$ cat config.mk
export PLATFORM = sky130hd
export DESIGN_NAME = pipeline_ctrl_flat
export DESIGN_NICKNAME = d
export VERILOG_FILES = /design/src/rtl/pipeline_ctrl_if.sv /design/src/rtl/pipeline_ctrl.sv /design/src/flat_wrapper.sv
export SDC_FILE = /design/constraint.sdc
export NUM_CORES = 1
export LEC_CHECK = 0
export CORE_ASPECT_RATIO = 1.4
export CORE_UTILIZATION = 35
export DETAILED_ROUTE_END_ITERATION = 10
export MAX_ROUTING_LAYER = met4
export PLACE_DENSITY = 0.68
export SYNTH_ARGS = -nofsm -noshare
export SYNTH_HDL_FRONTEND = slang
export SYNTH_SLANG_ARGS = --single-unit
$ cat constraint.sdc
create_clock -name clk -period 2.7 [get_ports clk]
set_input_delay 0.27 -clock clk [delete_from_list [all_inputs] [get_ports clk]]
set_output_delay 0.27 -clock clk [all_outputs]
set_load 0.01 [all_outputs]
$ cat src/rtl/pipeline_ctrl_if.sv
// Hazard-control bundle between the pipeline datapath and pipeline_ctrl.
// The datapath side drives hazard sources and consumes enables, flushes and selects.
interface pipeline_ctrl_if;
  logic [4:0]  ifid_rs;
  logic [4:0]  ifid_rt;
  logic [4:0]  idex_rs;
  logic [4:0]  idex_rt;
  logic        idex_MemRead;
  logic [4:0]  exmem_Dest;
  logic [4:0]  memwb_Dest;
  logic        exmem_RegWrite;
  logic        memwb_RegWrite;
  logic        exmem_MemAccess;
  logic        mem_ready;
  logic        Jump;
  logic        branch_taken;
  logic        pc_en;
  logic        ifid_en;
  logic        idex_en;
  logic        exmem_en;
  logic        memwb_en;
  logic        ifid_flush;
  logic        idex_flush;
  logic [1:0]  fwd_a;
  logic [1:0]  fwd_b;
  logic [15:0] stall_cycles;
  logic        mem_timeout;

  modport master (
    output ifid_rs, ifid_rt, idex_rs, idex_rt, idex_MemRead,
           exmem_Dest, memwb_Dest, exmem_RegWrite, memwb_RegWrite,
           exmem_MemAccess, mem_ready, Jump, branch_taken,
    input  pc_en, ifid_en, idex_en, exmem_en, memwb_en,
           ifid_flush, idex_flush, fwd_a, fwd_b, stall_cycles, mem_timeout
  );

  modport slave (
    input  ifid_rs, ifid_rt, idex_rs, idex_rt, idex_MemRead,
           exmem_Dest, memwb_Dest, exmem_RegWrite, memwb_RegWrite,
           exmem_MemAccess, mem_ready, Jump, branch_taken,
    output pc_en, ifid_en, idex_en, exmem_en, memwb_en,
           ifid_flush, idex_flush, fwd_a, fwd_b, stall_cycles, mem_timeout
  );
endinterface

$ cat src/rtl/pipeline_ctrl.sv
// Five-stage pipeline hazard controller: memory-wait freeze, redirect flush,
// load-use stall, operand forwarding, stall counter and memory-wait watchdog.
module pipeline_ctrl (
  input  logic            clk,
  input  logic            rst,
  pipeline_ctrl_if.slave  bus
);

  typedef enum logic {RUN, MEMWAIT} state_t;

  state_t      r_state;
  state_t      w_state_next;
  logic [7:0]  r_wait_cnt;
  logic [7:0]  w_wait_cnt_next;
  logic [15:0] r_stall_cycles;
  logic        r_mem_timeout;

  logic w_freeze;
  logic w_redirect;
  logic w_load_use;
  logic w_pc_en;
  logic w_ifid_en;
  logic w_idex_en;
  logic w_exmem_en;
  logic w_memwb_en;
  logic w_ifid_flush;
  logic w_idex_flush;
  logic [1:0] w_fwd_a;
  logic [1:0] w_fwd_b;

  assign w_freeze   = bus.exmem_MemAccess & ~bus.mem_ready;
  assign w_redirect = bus.branch_taken | bus.Jump;
  assign w_load_use = bus.idex_MemRead & (bus.idex_rt != 5'd0) &
                      ((bus.idex_rt == bus.ifid_rs) | (bus.idex_rt == bus.ifid_rt));

  // EX/MEM result is newer than MEM/WB, so it wins when both match.
  function automatic logic [1:0] fwd_sel(input logic [4:0] src);
    if (bus.exmem_RegWrite && bus.exmem_Dest != 5'd0 && bus.exmem_Dest == src)
      return 2'b10;
    else if (bus.memwb_RegWrite && bus.memwb_Dest != 5'd0 && bus.memwb_Dest == src)
      return 2'b01;
    else
      return 2'b00;
  endfunction

  always_comb begin
    w_pc_en      = 1'b1;
    w_ifid_en    = 1'b1;
    w_idex_en    = 1'b1;
    w_exmem_en   = 1'b1;
    w_memwb_en   = 1'b1;
    w_ifid_flush = 1'b0;
    w_idex_flush = 1'b0;
    w_fwd_a      = fwd_sel(bus.idex_rs);
    w_fwd_b      = fwd_sel(bus.idex_rt);
    if (rst) begin
      w_pc_en    = 1'b0;
      w_ifid_en  = 1'b0;
      w_idex_en  = 1'b0;
      w_exmem_en = 1'b0;
      w_memwb_en = 1'b0;
      w_fwd_a    = 2'b00;
      w_fwd_b    = 2'b00;
    end else if (w_freeze) begin
      w_pc_en    = 1'b0;
      w_ifid_en  = 1'b0;
      w_idex_en  = 1'b0;
      w_exmem_en = 1'b0;
      w_memwb_en = 1'b0;
    end else if (w_redirect) begin
      w_ifid_flush = 1'b1;
      w_idex_flush = bus.branch_taken;
    end else if (w_load_use) begin
      w_pc_en      = 1'b0;
      w_ifid_en    = 1'b0;
      w_idex_flush = 1'b1;
    end
  end

  always_comb begin
    w_state_next    = r_state;
    w_wait_cnt_next = r_wait_cnt;
    case (r_state)
      RUN: begin
        if (w_freeze) begin
          w_state_next    = MEMWAIT;
          w_wait_cnt_next = 8'd0;
        end
      end
      MEMWAIT: begin
        if (w_freeze) begin
          if (r_wait_cnt != 8'hFF)
            w_wait_cnt_next = r_wait_cnt + 8'd1;
        end else begin
          w_state_next = RUN;
        end
      end
      default: w_state_next = RUN;
    endcase
  end

  always_ff @(posedge clk or posedge rst) begin
    if (rst) begin
      r_state        <= RUN;
      r_wait_cnt     <= 8'd0;
      r_stall_cycles <= 16'd0;
      r_mem_timeout  <= 1'b0;
    end else begin
      r_state    <= w_state_next;
      r_wait_cnt <= w_wait_cnt_next;
      if (!w_pc_en && r_stall_cycles != 16'hFFFF)
        r_stall_cycles <= r_stall_cycles + 16'd1;
      // Only a MEMWAIT increment can land on 255; the flag is sticky.
      if (r_state == MEMWAIT && w_freeze && r_wait_cnt == 8'hFE)
        r_mem_timeout <= 1'b1;
    end
  end

  assign bus.pc_en        = w_pc_en;
  assign bus.ifid_en      = w_ifid_en;
  assign bus.idex_en      = w_idex_en;
  assign bus.exmem_en     = w_exmem_en;
  assign bus.memwb_en     = w_memwb_en;
  assign bus.ifid_flush   = w_ifid_flush;
  assign bus.idex_flush   = w_idex_flush;
  assign bus.fwd_a        = w_fwd_a;
  assign bus.fwd_b        = w_fwd_b;
  assign bus.stall_cycles = r_stall_cycles;
  assign bus.mem_timeout  = r_mem_timeout;

endmodule

$ cat src/flat_wrapper.sv
// flat-port wrapper written by rule: the top's interface ports become plain ports
module pipeline_ctrl_flat 
  (clk, rst, bus_ifid_rs, bus_ifid_rt, bus_idex_rs, bus_idex_rt, bus_idex_MemRead, bus_exmem_Dest, bus_memwb_Dest, bus_exmem_RegWrite, bus_memwb_RegWrite, bus_exmem_MemAccess, bus_mem_ready, bus_Jump, bus_branch_taken, bus_pc_en, bus_ifid_en, bus_idex_en, bus_exmem_en, bus_memwb_en, bus_ifid_flush, bus_idex_flush, bus_fwd_a, bus_fwd_b, bus_stall_cycles, bus_mem_timeout);
  pipeline_ctrl_if bus_i ();
  input  logic clk;
  input  logic rst;
  input wire logic [$bits(bus_i.ifid_rs)-1:0] bus_ifid_rs;
  input wire logic [$bits(bus_i.ifid_rt)-1:0] bus_ifid_rt;
  input wire logic [$bits(bus_i.idex_rs)-1:0] bus_idex_rs;
  input wire logic [$bits(bus_i.idex_rt)-1:0] bus_idex_rt;
  input wire logic [$bits(bus_i.idex_MemRead)-1:0] bus_idex_MemRead;
  input wire logic [$bits(bus_i.exmem_Dest)-1:0] bus_exmem_Dest;
  input wire logic [$bits(bus_i.memwb_Dest)-1:0] bus_memwb_Dest;
  input wire logic [$bits(bus_i.exmem_RegWrite)-1:0] bus_exmem_RegWrite;
  input wire logic [$bits(bus_i.memwb_RegWrite)-1:0] bus_memwb_RegWrite;
  input wire logic [$bits(bus_i.exmem_MemAccess)-1:0] bus_exmem_MemAccess;
  input wire logic [$bits(bus_i.mem_ready)-1:0] bus_mem_ready;
  input wire logic [$bits(bus_i.Jump)-1:0] bus_Jump;
  input wire logic [$bits(bus_i.branch_taken)-1:0] bus_branch_taken;
  output wire logic [$bits(bus_i.pc_en)-1:0] bus_pc_en;
  output wire logic [$bits(bus_i.ifid_en)-1:0] bus_ifid_en;
  output wire logic [$bits(bus_i.idex_en)-1:0] bus_idex_en;
  output wire logic [$bits(bus_i.exmem_en)-1:0] bus_exmem_en;
  output wire logic [$bits(bus_i.memwb_en)-1:0] bus_memwb_en;
  output wire logic [$bits(bus_i.ifid_flush)-1:0] bus_ifid_flush;
  output wire logic [$bits(bus_i.idex_flush)-1:0] bus_idex_flush;
  output wire logic [$bits(bus_i.fwd_a)-1:0] bus_fwd_a;
  output wire logic [$bits(bus_i.fwd_b)-1:0] bus_fwd_b;
  output wire logic [$bits(bus_i.stall_cycles)-1:0] bus_stall_cycles;
  output wire logic [$bits(bus_i.mem_timeout)-1:0] bus_mem_timeout;
  assign bus_i.ifid_rs = bus_ifid_rs;
  assign bus_i.ifid_rt = bus_ifid_rt;
  assign bus_i.idex_rs = bus_idex_rs;
  assign bus_i.idex_rt = bus_idex_rt;
  assign bus_i.idex_MemRead = bus_idex_MemRead;
  assign bus_i.exmem_Dest = bus_exmem_Dest;
  assign bus_i.memwb_Dest = bus_memwb_Dest;
  assign bus_i.exmem_RegWrite = bus_exmem_RegWrite;
  assign bus_i.memwb_RegWrite = bus_memwb_RegWrite;
  assign bus_i.exmem_MemAccess = bus_exmem_MemAccess;
  assign bus_i.mem_ready = bus_mem_ready;
  assign bus_i.Jump = bus_Jump;
  assign bus_i.branch_taken = bus_branch_taken;
  assign bus_pc_en = bus_i.pc_en;
  assign bus_ifid_en = bus_i.ifid_en;
  assign bus_idex_en = bus_i.idex_en;
  assign bus_exmem_en = bus_i.exmem_en;
  assign bus_memwb_en = bus_i.memwb_en;
  assign bus_ifid_flush = bus_i.ifid_flush;
  assign bus_idex_flush = bus_i.idex_flush;
  assign bus_fwd_a = bus_i.fwd_a;
  assign bus_fwd_b = bus_i.fwd_b;
  assign bus_stall_cycles = bus_i.stall_cycles;
  assign bus_mem_timeout = bus_i.mem_timeout;
  pipeline_ctrl u_core (.clk(clk), .rst(rst), .bus(bus_i));
endmodule
* Word-level counts from Yosys, hierarchy flattened
Cells that the tools add are included.
** Word-level totals
- Register bits after elaboration :: 26
- Input port bits :: 39
- Output and inout port bits :: 28
- Logic and storage cells :: 63
** Operators by class
- Add/subtract/negate cells :: 2
- Equality and inequality tests :: 12
- Mux-type cells :: 24
- Bitwise gates (word level) :: 7
- Reductions and logical operators :: 14
** Operators with widths (count)
- equality test 5 bit :: 6
- 2-to-1 mux 8 bit :: 3
- adder 16 x 1 -> 16 bit (second input constant) :: 1
- 2-to-1 mux 1 bit :: 16
- != test 16 bit (second input constant) :: 1
- case mux 8 bit (2 select lines) :: 1
- nonzero test 5 bit :: 3
- logical AND 1 bit :: 9
- adder 8 x 1 -> 8 bit (second input constant) :: 1
- equality test 8 bit (second input constant) :: 1
- 2-to-1 mux 2 bit :: 4
- != test 8 bit (second input constant) :: 1
- != test 2 bit (second input constant) :: 2
- AND 1 bit :: 3
- AND reduction 3 bit :: 1
- != test 2 x 1 -> 1 bit (second input constant) :: 1
- NOT 1 bit :: 2
- OR 1 bit :: 2
- zero test 1 bit :: 1

* Logic depth before layout (Yosys ltp)
- Depth in word-level cells :: 9
- Mapped depth :: 8
- Gate-level depth less buffers :: 7

* Least setup slack after synthesis
No wires, ideal clock.
- Kind :: input port to output port
- From :: in rst
- To :: out bus_fwd_b[0]
- Arrival :: 1937 ps
- Data required time :: 2430 ps
- Setup slack :: 493 ps
- Stages :: 4
- Buffers on the path :: 0
- Cell sequence :: inv_1 o211ai_1 or4_1 nor4_1
** On the way
- Cells in the longest elaborated chain, start to end :: 1
** Ends and longest elaborated chain
- from (decl) :: RTL line flat_wrapper.sv:6 : input logic rst;
- 2-to-1 mux 2 bit :: RTL line pipeline_ctrl.sv:56 : if (rst) begin
- to (decl) :: RTL line flat_wrapper.sv:28 : output wire logic [$bits(bus_i.fwd_b)-1:0] bus_fwd_b;
Every way passes these cells.

* Worst setup path after layout
- From :: in bus_idex_rt[1]
- To :: out bus_pc_en
** On the way
- Cells in the longest elaborated chain, start to end :: 7
- Elaborated cells on any way between the ends :: 10
- Classes of those cells :: eq/ne (2); mux (4); bitwise (3); reduce/logical (1)
** Ends and longest elaborated chain
- from (decl) :: RTL line flat_wrapper.sv:10 : input wire logic [$bits(bus_i.idex_rt)-1:0] bus_idex_rt;
- equality test 5 bit or nonzero test 5 bit (tied branches) :: RTL line pipeline_ctrl.sv:34, pipeline_ctrl.sv:33
- OR 1 bit or AND 1 bit (tied branches) :: RTL line pipeline_ctrl.sv:34, pipeline_ctrl.sv:33
- AND 1 bit * :: RTL line pipeline_ctrl.sv:33 : assign w_load_use = bus.idex_MemRead & (bus.idex_rt != 5'd0) &
- 2-to-1 mux 1 bit * :: RTL line pipeline_ctrl.sv:73 : end else if (w_load_use) begin
- 2-to-1 mux 1 bit * :: RTL line pipeline_ctrl.sv:70 : end else if (w_redirect) begin
- 2-to-1 mux 1 bit * :: RTL line pipeline_ctrl.sv:64 : end else if (w_freeze) begin
- 2-to-1 mux 1 bit * :: RTL line pipeline_ctrl.sv:56
- to (decl) :: RTL line flat_wrapper.sv:20 : output wire logic [$bits(bus_i.pc_en)-1:0] bus_pc_en;
Every way passes the cells marked *; elsewhere a longest branch is shown, timed or not.

==> results_dict.tcl <==
set metrics [dict create \
    worstSetupPathType "in -> out" \
    fin_crit_ps 2600 \
    crit_fanout 4 \
    drive_gt1_frac 0.125 \
    grt_start_max_net_pins 27 \
    place_area_um2 2620 \
    clockBufferDepth 2 \
    die_area_um2 5510 \
    cp.arrival_ps 2330 \
    power_density_nw_per_um2 519 \
    globalplace.congestion 0.897 \
    cts.sinks 26 \
    finClkSkew_ps 1.55 \
    vdd_ir_drop_max_v 0.000210 \
    cts_tree "yes" \
    cts_root_buf "clkbuf_8" \
    drt-initial-drc-count 61 \
    synth_cells 195 \
    cts_setup_buffers 0 \
    rsz0062_at_grt "no" \
    drv_cap 0 \
    grt_util_all_layers 0.172 \
    slowest_delay_ps 500 \
    final.period_utilization 0.963 \
    crit_required_ps 2430 \
    die_y_um 87.5 \
    wirelength_mm 4.30 \
    start_util 0.371 \
    switching_power_mw 0.469 \
    grt_pass1_vias 1675 \
    final_cell_area_um2 2670 \
    insertion_delay_ps 270 \
    cp-start-kind "input pin" \
    synth_warnings 0 \
    core_um2 4920 \
    p_int_mw 0.916 \
    antennaDiodeCount 0 \
    clk_pin_slew_ps 80 \
    clockPowerShare 0.158 \
    cts_made_buffers 3 \
    slowest_stage "or4_4" \
    layout_common_cells "clkdlybuf4s50_1 (61), xor2_1 (27), dfrtp_1 (26)" \
    tightest_slew_ps 556 \
    hold_path_class "reg -> reg" \
    netlist_area_um2 1830 \
    ant_nets 0 \
    dp_hpwl_mm 3.45 \
    multi_input_area_um2 1060 \
    grt_pass1_wl_mm 7.28 \
    syn-num-nets 237 \
    hold_viol_final 0 \
    setup_viol 0 \
    num_vias 1657 \
    max_slew_margin 0.628 \
    cp_common_cell "clkdlybuf4s50_1" \
    nets 316 \
    drv_slew 0 \
    cp_top_family "buffers and inverters" \
    yosysUniqueCellTypes 37 \
    p_leak_nw 1.07 \
    fin_setup_tns_ps 0 \
    grt-ovfl-total 0 \
    numPortBuffers 66 \
    nFillCells 442 \
    fp.dieW_um 63.0 \
    finalPower_mw 1.38 \
    drcViolationCount 0 \
    synth_seq_cells 26 \
    htreeDepth 1 \
    end_kind "output port" \
    status "completed" \
    fmax_mhz 384 \
    antenna_found_initial 0 \
    rows 30 \
    ys_seq_area_frac 0.356 \
    p_sw_frac 0.338 \
    vias_per_cell 4.93 \
    seq_area_um2 651 \
    seq_power_share 0.431 \
    synth.avg_cell_area_um2 9.36 \
    combPwrFrac 0.412 \
    syn_to_final_growth_pct 46.1 \
    layout_commonest_cell "clkdlybuf4s50_1" \
    crit_buf_inv 2 \
    route.detailed.wl_per_inst_um 12.8 \
    ioPinCount 67 \
    path_cells "clkdlybuf4s50_1 -> xor2_1 -> nor2_1 -> a22oi_1 -> or4_4 -> and2_1 -> clkdlybuf4s50_1" \
    first_pass_iters 4 \
]
per-stage QoR:
stage          cells  setup WS, ps  utilization  hold slack, ps
2_1_floorplan    195           493            -             318
5_1_grt          336          4.69        0.542             494
6_report         336          98.6        0.542             482
3_5_place_dp     333          9.08        0.532             466
3_3_place_gp     333          12.9        0.532             460
4_1_cts          336          6.77        0.540             483
repair_timing:
action,4_1_cts,5_1_grt
gates resized for setup,1,5
setup endpoints to repair,1,3
hold buffers,0,0
gates cloned,0,0
worst reg2reg max path, cell delays in order, from the launching register on:
cell	delay [ps]
dfrtp_1	440
ha_1	270
nand4_1	110
nor4_1	70
or4_1	400
o22a_2	350
nor4_1	360
xor2_1	170
power groups by stage:
| stage | Combinational [mW] | Clock, mW | Sequential [mW] |
|---|---|---|---|
| global placement | 0.567 | 0 | 0.600 |
| detailed placement | 0.575 | 0 | 0.605 |
| global route | 0.629 | 0.242 | 0.613 |
| finish | 0.570 | 0.218 | 0.596 |
| floorplan | 0.239 | 0 | 0.623 |
| CTS | 0.577 | 0.225 | 0.596 |
synthesized netlist by cell type, drive strengths merged:
master / count / share of area
or4: 6 / 0.029
and2: 6 / 0.021
xnor2: 18 / 0.086
and3: 1 / 0.0034
o31ai: 5 / 0.021
o21a: 2 / 0.0082
inv: 7 / 0.014
o21ai: 10 / 0.029
nand3: 11 / 0.030
a22oi: 1 / 0.0041
and4: 2 / 0.0096
nand2b: 2 / 0.0069
xor2: 27 / 0.13
nor3: 12 / 0.044
o21bai: 1 / 0.0041
mux2: 2 / 0.012
or2: 3 / 0.010
a21oi: 1 / 0.0027
nor2b: 1 / 0.0034
clkbuf: 1 / 0.0021
nand4: 5 / 0.017
nor4: 7 / 0.027
ha: 3 / 0.021
o22a: 1 / 0.0055
o211ai: 1 / 0.0041
nor2: 10 / 0.021
nand2: 13 / 0.027
dfrtp: 26 / 0.36
a211oi: 1 / 0.0069
buf: 9 / 0.044
kinds of logic (layout without fill, tap and decap cells):
logic type,Yosys count,after routing,share of synthesized area
AOI/OAI and AO/OA,23,23,0.0857
xor gates and xnor gates,45,45,0.216
adders and majority gates,3,3,0.0206
buffers and inverters,17,94,0.0603
DFF,26,26,0.356
muxes,2,2,0.0123
and+or+nand+nor,79,79,0.249
layout make-up:
cell class | instances | area share
clock buffers | 3 | 0.0155
repair buffers | 84 | 0.302
well taps | 64 | 0.0300
multi-input cells | 152 | 0.399
flip-flops and latches | 26 | 0.244
inverters | 7 | 0.00985
sequential cells by signal, indices dropped and copies added (netlist names):
register                 count
u_core.r_wait_cnt            8
u_core.bus.mem_timeout       1
u_core.r_state               1
u_core.bus.stall_cycles     16
path summary, 6_finish.rpt:
path                       cells after the start                           to                       start  slack [ps]
min                                            1       u_core.bus.mem_timeout      u_core.bus.mem_timeout         480
min in group asynchronous                      3         u_core.r_wait_cnt[0]                         rst         490
min reg2reg                                    1       u_core.bus.mem_timeout      u_core.bus.mem_timeout         480
max                                            7                    bus_pc_en              bus_idex_rt[1]         100
max reg2reg                                    7  u_core.bus.stall_cycles[11]  u_core.bus.stall_cycles[0]         470
max in group asynchronous                      3         u_core.r_wait_cnt[4]                         rst        1970
metal layers:
metal	wire [µm]	track usage	vias to the layer above
li1	-	-	830
met1	1790	0.187	770
met2	2280	0.314	50
met3	152	0.0144	7
met4	80	0.0803	0
met5	0	-	-
Note: power is estimated with default switching activity, not from simulation.
